## src/rtl/mem_arbiter.sv

```systemverilog
// rtl/mem_arbiter.sv - two-master round-robin arbiter and access sequencer for the memory/IO decoder port
//
// Purpose:
//   Master 0 (CPU data stage) and master 1 (DMA/loader) share one decoder port.
//   One access is granted at a time. When both masters request, the one that did
//   not own the previous access wins. The decoder port is held stable for 1 cycle
//   for RAM, or 1+IO_WAIT cycles for the IO region. Completion is signalled with a
//   one-cycle ack, and read data is registered per master.
//
// Ports:
//   clk, rst                         clock (rising edge), asynchronous active-low reset
//   m0Req/m0Wr/m0Addr/m0WtData       master 0 request bundle, held until m0Ack
//   m0Ack, m0RdData                  master 0 completion pulse and registered read data
//   m1Req/m1Wr/m1Addr/m1WtData       master 1 request bundle, held until m1Ack
//   m1Ack, m1RdData                  master 1 completion pulse and registered read data
//   memCe/memWr/memAddr/wtData       registered decoder access outputs
//   rdData                           decoder read data, combinational from RAM/IO
//   busy                             high while an access is in ACCESS or RESP
//   grant                            index of the master owning the current/last access

module mem_arbiter #(
    parameter int unsigned IO_WAIT = 2,
    parameter logic [31:0] IO_MASK = 32'hF000_0000,
    parameter logic [31:0] IO_BASE = 32'h7000_0000
) (
    input  logic        clk,
    input  logic        rst,
    input  logic        m0Req,
    input  logic        m0Wr,
    input  logic [31:0] m0Addr,
    input  logic [31:0] m0WtData,
    output logic        m0Ack,
    output logic [31:0] m0RdData,
    input  logic        m1Req,
    input  logic        m1Wr,
    input  logic [31:0] m1Addr,
    input  logic [31:0] m1WtData,
    output logic        m1Ack,
    output logic [31:0] m1RdData,
    output logic        memCe,
    output logic        memWr,
    output logic [31:0] memAddr,
    output logic [31:0] wtData,
    input  logic [31:0] rdData,
    output logic        busy,
    output logic        grant
);

    localparam logic [3:0] IO_WAIT_CNT = 4'(IO_WAIT);

    typedef enum logic [1:0] {
        IDLE   = 2'd0,
        ACCESS = 2'd1,
        RESP   = 2'd2
    } state_t;

    state_t      state;
    state_t      state_next;
    logic        last_grant;
    logic [3:0]  wait_cnt;

    logic        do_grant;
    logic        sel;
    logic        finish;
    logic        sel_wr;
    logic [31:0] sel_addr;
    logic [31:0] sel_data;
    logic        sel_io;

    assign sel_wr   = sel ? m1Wr     : m0Wr;
    assign sel_addr = sel ? m1Addr   : m0Addr;
    assign sel_data = sel ? m1WtData : m0WtData;
    // IO decode is done once, on the address being latched at grant time.
    assign sel_io   = (sel_addr & IO_MASK) == IO_BASE;

    always_ff @(posedge clk or negedge rst) begin
        if (!rst) begin
            state <= IDLE;
        end else begin
            state <= state_next;
        end
    end

    always_comb begin
        state_next = state;
        do_grant   = 1'b0;
        sel        = 1'b0;
        finish     = 1'b0;
        case (state)
            IDLE: begin
                if (m0Req && m1Req) begin
                    // Tie: the master that did not own the previous access wins.
                    do_grant   = 1'b1;
                    sel        = ~last_grant;
                    state_next = ACCESS;
                end else if (m0Req) begin
                    do_grant   = 1'b1;
                    sel        = 1'b0;
                    state_next = ACCESS;
                end else if (m1Req) begin
                    do_grant   = 1'b1;
                    sel        = 1'b1;
                    state_next = ACCESS;
                end
            end
            ACCESS: begin
                if (wait_cnt == 4'd0) begin
                    finish     = 1'b1;
                    state_next = RESP;
                end
            end
            RESP: begin
                state_next = IDLE;
            end
            default: begin
                state_next = IDLE;
            end
        endcase
    end

    always_ff @(posedge clk or negedge rst) begin
        if (!rst) begin
            memCe      <= 1'b0;
            memWr      <= 1'b0;
            memAddr    <= 32'd0;
            wtData     <= 32'd0;
            m0Ack      <= 1'b0;
            m1Ack      <= 1'b0;
            m0RdData   <= 32'd0;
            m1RdData   <= 32'd0;
            busy       <= 1'b0;
            grant      <= 1'b0;
            last_grant <= 1'b1;
            wait_cnt   <= 4'd0;
        end else begin
            m0Ack <= 1'b0;
            m1Ack <= 1'b0;
            busy  <= (state_next != IDLE);

            if (do_grant) begin
                memCe      <= 1'b1;
                memWr      <= sel_wr;
                memAddr    <= sel_addr;
                wtData     <= sel_data;
                grant      <= sel;
                last_grant <= sel;
                wait_cnt   <= sel_io ? IO_WAIT_CNT : 4'd0;
            end else if (finish) begin
                // Final ACCESS cycle: rdData is still driven by the held address.
                if (!memWr) begin
                    if (grant) begin
                        m1RdData <= rdData;
                    end else begin
                        m0RdData <= rdData;
                    end
                end
                if (grant) begin
                    m1Ack <= 1'b1;
                end else begin
                    m0Ack <= 1'b1;
                end
                memCe   <= 1'b0;
                memWr   <= 1'b0;
                memAddr <= 32'd0;
                wtData  <= 32'd0;
            end else if (state == ACCESS) begin
                wait_cnt <= wait_cnt - 4'd1;
            end
        end
    end

endmodule

```

## config.mk

```make
export PLATFORM = sky130hd
export DESIGN_NAME = mem_arbiter
export DESIGN_NICKNAME = d
export VERILOG_FILES = /design/src/rtl/mem_arbiter.sv
export SDC_FILE = /design/constraint.sdc
export NUM_CORES = 1
export LEC_CHECK = 0
export ABC_AREA = 1
export CORE_MARGIN = 10
export CORE_UTILIZATION = 44
export CTS_CLUSTER_DIAMETER = 60
export DETAILED_ROUTE_END_ITERATION = 10
export GPL_TIMING_DRIVEN = 1
export PLACE_DENSITY = 0.92
export SETUP_SLACK_MARGIN = 0.02
export SLEW_MARGIN = 20
export SYNTH_ARGS = -nofsm -noshare
export SYNTH_HDL_FRONTEND = slang
export SYNTH_SLANG_ARGS = --single-unit
```

## constraint.sdc

```tcl
create_clock -name clk -period 4.2 [get_ports clk]
set_clock_uncertainty 0.15 [all_clocks]
set_input_delay 0.84 -clock clk [delete_from_list [all_inputs] [get_ports clk]]
set_output_delay 0.84 -clock clk [all_outputs]
set_load 0.01 [all_outputs]
```

==> metrics.cfg <==
[yosys]
syn-num-nets = 827
avgSynthCellArea_um2 = 9.31
synth.top_cells.by_area = dfrtp_1 57%, o21ai_1 7.4%, o21ai_0 5.9%
synth.largest_area_cell = dfrtp_1
yosysSeqAreaShare = 0.575
syn-instance-count = 659
netlist_area_um2 = 6130
synth_top_area_frac = 0.571
yosys.area_share.simple = 0.162
muxShareOfSynthArea = 0
synth-compound-area-share = 0.181
synth_xor_area_frac = 0.00286
ys_types = 28
synthAdderAreaFrac = 0.00408
yosysWarnings = 0
ys_ff_latch = 141
synth_top_family_by_area = compound AO/OA/AOI/OAI gates

[power]
sw_frac_of_total = 0.370
peakVddDrop_mv = 0.490
power.leakage_nw = 4.32
power.density_nw_per_um2 = 760
combPwrFrac = 0.473
p_int_mw = 4.65
switchingPower_mw = 2.73
p_seq_frac = 0.327
p_clk_frac = 0.200

[floorplan]
fp-row-count = 43
initial_core_util = 0.445
pin_count = 300
die_h_um = 138
die_x_um = 138
dieArea_um2 = 19100
core_um2 = 13800

[timing]
relSlewSlack = 0.349
final.min_clock_period_ns = 2.67
fin_ws_ns = 1.53
hold_viol = 0
max_freq_mhz = 374
setup_viol = 0
rsz0062_at_grt = no
fin_crit_sh = 0.636
worst_pin_slew_ns = 0.975
slew_violations = 0
tns_ns = 0

[drt]
remaining_drc_errors = 0
vias = 5851
viasPerCell = 5.17
antenna_left = 0
wirelength_mm = 21.4
first_pass_iters = 7
wl_per_cell_um = 18.9
drtIter0Drc = 313

[layout]
multi_input_area_um2 = 2150
fill_cells = 1014
regArea_um2 = 3530
layout_common_cells = 298 x clkdlybuf4s50_1, 140 x dfrtp_1, 91 x o21ai_1
syn2layout_area_growth_pct = 58.3
final_common_cell = clkdlybuf4s50_1
drive_above_1_share = 0.0852
nets = 1106

[worst_setup_path]
cp_cell_sequence = clkdlybuf4s50_1 -> o21ai_4 -> buf_4 -> nand2_1 -> nand2_1 -> xor2_1 -> nor2_1
rr_endpoint = wtData[14]
cpPeakStageDelay_ns = 0.62
startpoint_type = primary input
cp-end-kind = register
regToRegStartpoint = state[1]
worst_ep_required_time_ns = 4.31
ff2ff_path_depth = 5
slowest_stage = buf_4
critical_path_peak_fanout = 72
path_common_cell = nand2_1
crit_type = primary input to register
arrival_ns = 2.78
r2r_slack_ns = 2.02

[global_routing]
grt_overflow = 0
grt_max_degree = 73
grt_pass1_vias = 6019
grt_pass1_wl_mm = 33.3
antenna_found_initial = 1
grtUsageTotal = 0.217

[placement]
pre_cts_ws_ns = 1.12
dp_hpwl_mm = 15.9
gp_congestion = 0.884
io_buffer_count = 299

[clock_tree]
cts_buffer_depth = 2
h-tree-depth = 4
clk_latency_ns = 0.41
clockRootBuffer = clkbuf_16
clock-sinks = 141
cts_tree = built
clk_pin_slew_ns = 0.06
cts_resized = 0
hold_buffers = 0
cts_buffers = 17
cts_setup_buffers = 0

[status]
outcome = complete, no violations

[run]
maxCapViolCount = 0

[worst_hold_path]
hold_class = primary input to asynchronous set/reset pin

layout make-up:
cell class	count	share of cell area
repair buffers	306	0.314
well taps	180	0.0232
clock inverters	13	0.0146
clock buffers	19	0.0456
inverters	46	0.0178
flip-flops and latches	141	0.363
multi-input cells	426	0.221
diodes	1	0.000258
critical path, delay by kind of cell:
| family | cells | cell delay, ns |
|---|---|---|
| AO/OA/AOI/OAI | 1 | 0.19 |
| XOR/XNOR | 1 | 0.15 |
| buffers and inverters | 2 | 1.13 |
| AND/OR/NAND/NOR | 3 | 0.45 |
sequential cells by signal (all words and copies together), names as in the netlist, 2 cells and up:
register / cells
m0RdData: 32
wtData: 32
memAddr: 32
wait_cnt: 4
state: 2
m1RdData: 32
kinds of logic after synthesis:
group,after synthesis
simple gates,225
fa+ha+maj,2
buf+inv,92
compound gates,197
flops,141
xor+xnor,2
layer usage:
metal,routed length (um),share of wire,GRT usage
met2,10200,0.48,0.348
met1,7980,0.37,0.239
met4,901,0.042,0.106
met3,2340,0.11,0.0986
met5,0,0,0
synth_stat cells (all sizes together):
master / instances
clkbuf: 12
nand3: 67
ha: 2
xor2: 2
a21oi: 1
o21ai: 193
nand4: 2
nor3: 1
inv: 46
a31o: 1
nor2: 72
dfrtp: 140
o21a: 1
nand2: 83
buf: 34
o32ai: 1
dfstp: 1
power groups by stage:
stage               logic, mW  registers, mW  clock network, mW
floorplan                1.39           2.69                  0
global placement         3.42           2.38                  0
detailed placement       3.52           2.43                  0
CTS                      3.54           2.41               1.50
global route             3.79           2.49               1.56
finish                   3.49           2.41               1.48
metrics by stage:
step / hold WS [ns] / power, mW / std cells / utilization / area [um2]
after floorplan: 0.294 / 4.08 / 659 / - / 6130
final: 0.262 / 7.38 / 1132 / 0.705 / 9710
after CTS: 0.274 / 7.45 / 1131 / 0.705 / 9710
after global placement: 0.305 / 5.80 / 1099 / 0.663 / 9130
after global routing: 0.303 / 7.85 / 1132 / 0.705 / 9710
after detailed placement: 0.317 / 5.95 / 1099 / 0.663 / 9130
worst max path at each step:
stage | startpoint | to | slack [ns]
2_1_floorplan | m1Req | memAddr[30] | 2.29
3_3_place_gp | m1Req | wait_cnt[2] | 1.20
3_5_place_dp | m1Req | wait_cnt[3] | 1.12
4_1_cts | m1Req | wait_cnt[3] | 1.56
5_1_grt | m1Req | wait_cnt[2] | 1.39
6_report | m1Req | wait_cnt[3] | 1.53
Note: power is estimated with default switching activity, not from simulation.
